## src/rtl/regfile_wb_arbiter.sv

```systemverilog
// rtl/regfile_wb_arbiter.sv - register file write-back arbiter and RAW scoreboard (optional round-robin: WB_ARB_RR_EN)
module regfile_wb_arbiter #(
    parameter int XLEN = 32,
    parameter int AW   = 5
) (
    input  logic            clk,
    input  logic            rst_,
    input  logic            req0_valid,
    input  logic [AW-1:0]   req0_reg,
    input  logic [XLEN-1:0] req0_data,
    output logic            req0_ready,
    input  logic            req1_valid,
    input  logic [AW-1:0]   req1_reg,
    input  logic [XLEN-1:0] req1_data,
    output logic            req1_ready,
    output logic            wrtEn,
    output logic [AW-1:0]   wrtReg,
    output logic [XLEN-1:0] wrtData,
    input  logic            mark_en,
    input  logic [AW-1:0]   mark_reg,
    input  logic [AW-1:0]   chk_reg1,
    input  logic [AW-1:0]   chk_reg2,
    output logic            busy1,
    output logic            busy2,
    output logic [31:0]     sb_vec
);

    logic            w_grant0;
    logic            w_grant1;
    logic [AW-1:0]   w_sel_reg;
    logic [XLEN-1:0] w_sel_data;

    logic            r_wrt_en;
    logic [AW-1:0]   r_wrt_reg;
    logic [XLEN-1:0] r_wrt_data;
    logic [31:1]     r_sb;

`ifdef WB_ARB_RR_EN
    // r_last_1 = 1 when requester 1 was granted most recently; reset value hands the first tie to requester 0
    logic r_last_1;

    // Grant: a lone requester wins, a tie goes to whoever was not granted last
    always_comb begin
        w_grant0 = 1'b0;
        w_grant1 = 1'b0;
        if (req0_valid && req1_valid) begin
            w_grant0 = r_last_1;
            w_grant1 = !r_last_1;
        end else begin
            w_grant0 = req0_valid;
            w_grant1 = req1_valid;
        end
    end

    // Remember the most recent grant, x0 write-backs included
    always_ff @(posedge clk or negedge rst_) begin
        if (!rst_) begin
            r_last_1 <= 1'b1;
        end else if (w_grant0) begin
            r_last_1 <= 1'b0;
        end else if (w_grant1) begin
            r_last_1 <= 1'b1;
        end
    end
`else
    // Fixed priority: the load write-back always wins a tie
    assign w_grant1 = req1_valid;
    assign w_grant0 = req0_valid && !req1_valid;
`endif

    assign req0_ready = w_grant0;
    assign req1_ready = w_grant1;
    assign w_sel_reg  = w_grant1 ? req1_reg  : req0_reg;
    assign w_sel_data = w_grant1 ? req1_data : req0_data;

    // Register the write port; x0 write-backs are accepted but never enable a write
    always_ff @(posedge clk or negedge rst_) begin
        if (!rst_) begin
            r_wrt_en   <= 1'b0;
            r_wrt_reg  <= '0;
            r_wrt_data <= '0;
        end else if (w_grant0 || w_grant1) begin
            r_wrt_en   <= (w_sel_reg != '0);
            r_wrt_reg  <= w_sel_reg;
            r_wrt_data <= w_sel_data;
        end else begin
            r_wrt_en   <= 1'b0;
        end
    end

    // Pending-write scoreboard: issue marks, commit clears, a same-edge mark wins
    always_ff @(posedge clk or negedge rst_) begin
        if (!rst_) begin
            r_sb <= '0;
        end else begin
            for (int i = 1; i < 32; i++) begin
                if (mark_en && (mark_reg == AW'(i))) begin
                    r_sb[i] <= 1'b1;
                end else if (r_wrt_en && (r_wrt_reg == AW'(i))) begin
                    r_sb[i] <= 1'b0;
                end
            end
        end
    end

    assign wrtEn   = r_wrt_en;
    assign wrtReg  = r_wrt_reg;
    assign wrtData = r_wrt_data;
    assign sb_vec  = {r_sb, 1'b0};
    assign busy1   = sb_vec[chk_reg1];
    assign busy2   = sb_vec[chk_reg2];

endmodule

```

## config.mk

```make
export PLATFORM = sky130hd
export DESIGN_NAME = regfile_wb_arbiter
export DESIGN_NICKNAME = d
export VERILOG_FILES = /design/src/rtl/regfile_wb_arbiter.sv
export SDC_FILE = /design/constraint.sdc
export NUM_CORES = 1
export LEC_CHECK = 0
export ABC_AREA = 1
export CORE_AREA = 2 2 108 110
export CTS_CLUSTER_DIAMETER = 30
export DETAILED_ROUTE_END_ITERATION = 12
export DIE_AREA = 0 0 110 112
export PLACE_DENSITY_LB_ADDON = 0.3
export SYNTH_ARGS = -nofsm -noshare
export SYNTH_HDL_FRONTEND = slang
export SYNTH_SLANG_ARGS = --single-unit
```

## constraint.sdc

```tcl
create_clock -name clk -period 0.9 [get_ports clk]
set_input_delay 0.135 -clock clk [delete_from_list [all_inputs] [get_ports clk]]
set_output_delay 0.135 -clock clk [all_outputs]
set_load 0.005 [all_outputs]
```

# Yosys cells after proc, flatten, opt, wreduce, memory -nomap -nowiden
# Index checks and enable logic that the tools add are counted.
[totals]
out_inout_bits = 74
register_bits = 69
latchBits = 0
inputBits = 94
ram_bits = 0
n_memories = 0
wordCells = 264
romBits = 0
[classes]
muxes = 69
shift = 0
n_bitwise = 0
div = 0
reduce_logical = 97
n_addsub = 0
n_mul = 0
eq_ne = 62
order_cmp = 2
[op_table]
columns = ["cell", "n"]
rows = [
  ["$eq 5x5->1 const B", 32],
  ["$eq 5x4->1 const B", 16],
  ["$mux 1", 65],
  ["$logic_and 1x1->1", 63],
  ["$reduce_bool 2->1", 31],
  ["$eq 5x3->1 const B", 8],
  ["$mux 32", 1],
  ["$eq 5x2->1 const B", 4],
  ["$lt 5x6->1 const B", 2],
  ["$bmux 1 s5", 2],
  ["$eq 5x1->1 const B", 2],
  ["$mux 5", 1],
  ["$reduce_bool 5->1", 1],
  ["$logic_not 1->1", 1],
  ["$logic_or 1x1->1", 1],
]

# Depth between registers and ports, before layout
# Gate-level depths: netlist of run 1.
[depth]
depth_word = 4
mapped_depth = 11
depth_no_buf = 9

# Worst setup path before layout of run 1
# OpenSTA, ideal clock, no wires.
[synth_timing]
path_kind = "register -> register"
startpoint = "reg r_wrt_reg[4], in the netlist wrtReg[4]"
endpoint = "reg r_sb[10] (netlist name)"
arrival_time_ns = 0.911
period_less_slack_ns = 1.034
n_path_buf = 1
setup_ns = 0.123
required_ns = 0.777
stages_incl_launch_ff = 6
slack_ns = -0.134
path_cell_list = "dfrtp_1 > inv_1 > nand2_1 > clkbuf_1 > o21ai_0 > nand2_1"
[synth_between]
elab_chain_len = 3
[synth_rtl]
columns = ["item", "line", "source"]
rows = [
  ["from (decl)", "34", "logic [AW-1:0] r_wrt_reg;"],
  ["from (signal assigned)", "84", "r_wrt_reg <= w_sel_reg;"],
  ["$eq 5x4->1", "99", "end else if (r_wrt_en && (r_wrt_reg == AW'(i))) begin"],
  ["$logic_and 1x1->1", "99", ""],
  ["$reduce_bool 2->1 (no line)", "--", ""],
  ["to (signal assigned)", "94", "r_sb <= '0;"],
  ["to (signal, indexed assignment)", "98", "r_sb[i] <= 1'b1;"],
  ["to (signal, indexed assignment)", "100", "r_sb[i] <= 1'b0;"],
  ["to (decl)", "36", "logic [31:1] r_sb;"],
]
# No other way between the ends.
# A chain may end at the register's enable or synchronous reset.

# Final worst setup path of run 1
[layout_timing]
startpoint = "reg r_sb[14] (netlist name)"
endpoint = "out busy1"
[layout_between]
elab_chain_len = 2
[layout_rtl]
columns = ["item", "line", "source"]
rows = [
  ["$bmux 1 s5", "110", "assign busy1 = sb_vec[chk_reg1];"],
  ["$mux 1 (implied by the code)", "110", ""],
  ["to (decl)", "23", "output logic busy1,"],
]
# No other way between the ends. The select of a mux whose other input is x is not followed.

==> results.md, run 1 <==
- Outcome: complete, but fails checks
- Failing checks: negative setup slack
- H-tree Lvls: 3
- Latest clock arrival within the worst-skew pair: 340 ps
- RD Place Congestion: about 0.91
- Antenna Nets Post-Route: 0
- Worst EP required: 760 ps
- Wire length of the first global-routing pass: ~23,000 um
- Initial DRC Count: 385
- Core area: 11,200 um^2
- CTS Sinks: ~70
- Clock Skew: approximately 5 ps
- Avg Cell Area, Syn: 6.83 um^2
- # fillers: 884
- Post-Synth Simple-Gate Area: 0.406
- WP data arrival: between 1500 and 2000 ps
- Fin Setup TNS: -21,400 ps
- Initial cell density of the core: 0.342
- Wire per inst: 15.3 um
- Crit end category: output pin
- Yosys Warn Count: 0
- Gr usage total: 0.238
- Layout cells sized above 1: 0.392
- Routed vias: roughly 5,000
- Most common cell after layout, fill and taps aside: nand2_1
- Max Freq: 608 MHz
- Initial antenna violation count: 0
- DR DRC count: 0
- Setup WS post-layout: -746 ps
- Final #Nets: roughly 950
- CP Class: flip-flop to output pin
- Syn nets: about 650
- Vias in the first global route: ~4,700
- R2R setup slack: -330 ps
- Post-synthesis mux area share: 0
- Via-to-Cell Ratio: just under 5
- Worst hold path class: input pin to asynchronous set/reset pin
- Power per cell area: between 2000 and 2500 nW/um^2
- Lkg Pwr: between 3 and 4 nW
- Worst setup SP type: flip-flop
- Gr ovfl total: 0
- Cell Rows: 39
- Ports: roughly 170
- CTS root buf: clkbuf_16
- Largest family of logic cells by synthesized area: simple AND/OR/NAND/NOR gates
- Clock Pin Slew Worst Setup and Hold Paths: approximately 60 ps
- Synth Instances: 560
- Finish-stage setup viols: a little over 100
- Distinct cells, synth: 18
- Slew Limit Fails: 0
- Syn-to-layout area delta: 95.6%
- Crit path max fanout: 2
- Synth Area in XOR/XNOR: 0
- R2r worst-path depth: 5
- Total Wirelength: about 15,000 um
- Seq cells post-synth: between 60 and 70
- Compound-Gate Fraction of Synth Area: 0.0579
- R2R Path End: r_sb[6]$_DFFE_PN0P_
- Pre-antenna DRT Iters: 6
- Port Buffers: roughly 170
- Final hold slack: ~160 ps
- RSZ-0062 raised after global routing: yes
- Most frequent cells in the layout: nand2_1, buf_6, clkdlybuf4s50_1
- Antenna Cells: 0
- Synthesized area: between 3000 and 4000 um^2
- Num CTS Buffers: 9
- Largest net degree at the start of global routing: 36
- CTS tree: built
- Critical R2R Launch: wrtReg[1]$_DFFE_PN0P_
- Sequential fraction of the synthesis area: 0.451
- DIE WIDTH: roughly 110 um
- Post-place setup slack: -1110 ps
- Hpwl dp: about 10,000 um
- MaxCap Viol Count: 0
- Die Area: roughly 12,000 um^2
- Peak VDD IR: roughly 0.0012 V
- Clock Path Buffers: 2
- Post-route clock period utilization: 1.83
- Final hold vios: 0
- Adder-cell share of the synthesized area: 0
- Final min period: between 1500 and 2000 ps
- Die height: between 100 and 150 um
-- flip-flops by register name, summed over array words and instances, names as in the netlist --
signal,flops
wrtData,32
r_sb,31
wrtReg,5
wrtEn,1
-- how the worst max path moves through the flow --
stage	start	end	slack, ps	depth (start not counted)
floorplan	wrtReg[0]$_DFFE_PN0P_	r_sb[1]$_DFFE_PN0P_	-90	5
global placement	chk_reg2[0]	busy2	-1120	12
detailed placement	chk_reg2[0]	busy2	-1110	12
CTS	r_sb[14]$_DFFE_PN0P_	busy2	-700	10
global route	r_sb[29]$_DFFE_PN0P_	busy2	-850	10
finish	r_sb[14]$_DFFE_PN0P_	busy1	-750	10
-- final cells by class --
cell class	instances	area, um^2	area share
well taps	143	179	0.0239
clock buffers	11	253	0.0338
inverters	37	161	0.0216
clock inverters	5	35.0	0.00468
flip-flops and latches	69	1740	0.233
repair buffers	310	3000	0.400
multi-input cells	428	2120	0.283
-- Yosys cell counts --
cell type,number,area share
a41oi_1,1,0.0023
buf_2,16,0.021
buf_4,2,0.0039
buf_6,6,0.018
clkbuf_1,2,0.0020
conb_1,1,0.00098
dfrtp_1,69,0.45
inv_1,32,0.031
inv_2,3,0.0029
inv_6,2,0.0046
nand2_1,273,0.27
nand3_1,82,0.11
nor2_1,25,0.025
nor2_2,3,0.0049
o21ai_0,39,0.051
o21ai_1,2,0.0026
o31ai_1,1,0.0020
or2_1,1,0.0016
-- worst max-delay path, cell delays in order, from the launching register on --
cell and delay, ps:
dfrtp_1 410, buf_6 140, nand2_1 60, nand3_1 60
nand3_1 100, nand2_1 70, nand2_1 60, nand2_1 60
nand2_1 50, nand2_1 40, buf_2 120
-- power by group --
group	internal, mW	leakage [nW]	total [mW]	switching [mW]
clock	2.01	0.130	3.39	1.38
sequential	3.86	0.797	4.57	0.711
combinational	5.19	2.71	8.42	3.23
-- cells by family (layout without fill, tap and decap cells) --
logic type	count (synthesis)	count (layout)
AOI/OAI and AO/OA	43	43
buffers and inverters	63	363
DFF	69	69
other	1	1
and+or+nand+nor	384	384
-- what timing repair did --
action / 4_1_cts / 5_1_grt
gates resized for setup: 449 / 98
hold buffers: 1 / 0
cloned: 0 / 1
hold endpoints to repair: 69 / 0
setup buffers: 56 / 48
setup endpoints to repair: 142 / 105
pin swaps: 26 / 35
-- per-stage QoR --
stage / total power, mW / std cells / utilization / instance area (um^2)
final: 16.4 / 1003 / 0.670 / 7480
after global routing: 17.2 / 1003 / 0.670 / 7480
after detailed placement: 9.42 / 898 / 0.540 / 6040
after CTS: 15.0 / 970 / 0.619 / 6910
after global placement: 9.35 / 898 / 0.540 / 6040
after floorplan: 5.96 / 560 / - / 3880
-- per-layer routing --
metal	vias to the layer above	GRT usage	wire (um)	part of all wire
met3	48	0.0632	1360	0.088
li1	2355	-	-	-
met5	-	0	0	0
met4	0	0.0768	427	0.028
met1	2296	0.300	6090	0.40
met2	271	0.391	7520	0.49
Power figures use the tool's default switching activity.
==> inputs of run 2 (changes only) <==
- TNS_END_PERCENT: not set -> 30
==> run 2 against run 1 <==
Flip-flop and latch count unchanged. Hold slack better by 78 ps. Final area down 1.5%. Largest power group unchanged. Global-route usage up 1.1 points. Via count down 0.78%. Clock skew up 5.1 ps. Setup slack worse by 36 ps. The flow still finishes with violations (negative setup slack). Critical path depth down 1. Clock power up 8.6%. Wire length up 4.2%. Combinational power up 3.3%.
==> results.md, run 2 (synthesized netlist as in run 1, its figures left out) <==
- Outcome: complete, but fails checks
- Failing checks: negative setup slack
- Total Wirelength: approximately 16,000 um
- Ports: between 150 and 200
- Initial DRC Count: 393
- Max Used Layer: met4
- Latest clock arrival within the worst-skew pair: approximately 330 ps
- Max reg flops: 32
- Dpl cells: between 800 and 900
- Die height: about 110 um
- CTS Sinks: 69
- Clock Path Buffers: 2
- Peak VDD IR: 0.00142 V
- Wire per inst: ~16 um
- Slowest Stage Delay on Critical Path: ~450 ps
- Fin Setup TNS: -21,860 ps
- CTS tree: built
- RSZ-0062 raised after global routing: yes
- Routed vias: just under 5,000
- Lkg Pwr: 3.59 nW
- Register Area: 1740 um^2
- Worst EP required: 760 ps
- Critical-path top delay cell: dfrtp_2
- Hpwl dp: roughly 10,000 um
- CP Class: flip-flop to output pin
- Final #Nets: about 930
- Finish-stage setup viols: 102
- Antenna Nets Post-Route: 0
- Wire length of the first global-routing pass: 23,800 um
- Syn-to-layout area delta: 92.7%
- Most frequent cells in the layout: nand2_1, buf_6, clkdlybuf4s50_1
- Core area: ~11,000 um^2
- DR DRC count: 0
- RD Place Congestion: 0.851
- Final core utilization: 0.660
- Final min period: ~1700 ps
- Slew Limit Fails: 0
- Cell Rows: 39
- Layout cells sized above 1: 0.391
- Crit path max fanout: 4
- Antenna Cells: 0
- Pre-antenna DRT Iters: 6
- Vias in the first global route: roughly 4,800
- Met3 WL post-DR: 1580 um
- Largest net degree at the start of global routing: 70
- Post-route clock period utilization: 1.87
- Die Area: approximately 12,000 um^2
- Top delay family on crit path: simple AND/OR/NAND/NOR gates
- Initial cell density of the core: 0.342
- Met1 wire length: 6050 um
- Post-place setup slack: -1090 ps
- Gr ovfl total: 0
- Buf+Inv Stages, Crit Path: 1
- Clock Skew: a little over 10 ps
- Clock Pin Slew Worst Setup and Hold Paths: around 50 ps
- Max Freq: around 590 MHz
- Most frequent CP cell: nand2_1
- Most common cell after layout, fill and taps aside: nand2_1
- Worst setup SP type: flip-flop
- Gr usage total: 0.249
- Tot Pwr: approximately 17 mW
- Multi-input gate area: roughly 2100 um^2
- Worst hold path class: input pin to flip-flop
- Metal2 WL: 7710 um
- DIE WIDTH: between 100 and 150 um
- Setup WS post-layout: -782 ps
- Port Buffers: between 150 and 200
- WP data arrival: roughly 1600 ps
- Fin cells: 985
- Via-to-Cell Ratio: 5.01
- Num CTS Buffers: 9
- Cell-by-cell trace of the critical path: nand2_1, nand3_1, nand3_2, nand2_2, nand2_1, nand2_1, nand2_1, nand2_1, buf_2
- Final hold vios: 0
- Initial antenna violation count: 0
- # fillers: between 800 and 900
- Crit end category: output pin
- H-tree Lvls: 3
- Power per cell area: between 2000 and 2500 nW/um^2
- MaxCap Viol Count: 0
- CTS root buf: clkbuf_16
run 2: changes by cell type in the layout (fill, tap and decap cells not counted), sizes merged:
| cell | previous run | this run |
|---|---|---|
| dlymetal6s2s | 0 | 1 |
| clkdlybuf4s15 | 1 | 2 |
| bufbuf | 0 | 1 |
| clkbuf | 12 | 24 |
| clkinvlp | 4 | 1 |
| bufinv | 0 | 1 |
| dlygate4sd2 | 5 | 3 |
| buf | 215 | 186 |
run 2: report_power, final:
part           internal (mW)  switching (mW)
combinational           5.28            3.42
sequential              3.86           0.743
clock                   2.37            1.31
run 2: worst paths after layout:
| check | from | to | slack (ps) | cells after the start |
|---|---|---|---|---|
| min in group asynchronous | rst_ | wrtData[5]$_DFFE_PN0P_ | 350 | 3 |
| worst max register to register | wrtReg[2]$_DFFE_PN0P_ | r_sb[16]$_DFFE_PN0P_ | -310 | 5 |
| worst max-delay path | r_sb[24]$_DFFE_PN0P_ | busy1 | -780 | 9 |
| worst min-delay path | req1_valid | wrtData[8]$_DFFE_PN0P_ | 240 | 4 |
| max in group asynchronous | rst_ | r_sb[16]$_DFFE_PN0P_ | 200 | 3 |
| worst min register to register | wrtData[15]$_DFFE_PN0P_ | wrtData[15]$_DFFE_PN0P_ | 490 | 2 |
run 2: timing repair:
action,CTS,global route
endpoints found under the hold margin,69,0
buffers inserted,67,28
hold buffers,1,0
pin swaps,15,36
endpoints found under the setup margin,142,131
gates cloned,1,0
resized for setup,419,139
run 2: layout make-up:
cell class | instances | area share
Clock buffer | 13 | 0.0367
Clock inverter | 3 | 0.00577
Inverter | 37 | 0.0216
Multi-Input combinational cell | 428 | 0.290
Sequential cell | 69 | 0.236
Tap cell | 143 | 0.0243
Timing Repair Buffer | 292 | 0.386
run 2: layer usage:
| metal | track usage | vias to the layer above |
|---|---|---|
| met1 | 0.313 | 2247 |
| met2 | 0.407 | 302 |
| met4 | 0.102 | 0 |
| li1 | - | 2320 |
| met3 | 0.0597 | 62 |
| met5 | 0 | - |
run 2: worst reg2reg max path, delay by kind of cell (launching register included):
family | cells | cell delay (ps)
AOI/OAI and AO/OA | 2 | 220
buffers and inverters | 1 | 140
DFF | 1 | 440
and+or+nand+nor | 2 | 280
run 2: metrics by stage:
step | hold slack, ps | instance area (um^2)
floorplan | -161 | 3860
global placement | 182 | 5990
detailed placement | 186 | 5990
CTS | 218 | 6980
global route | 255 | 7370
finish | 243 | 7370
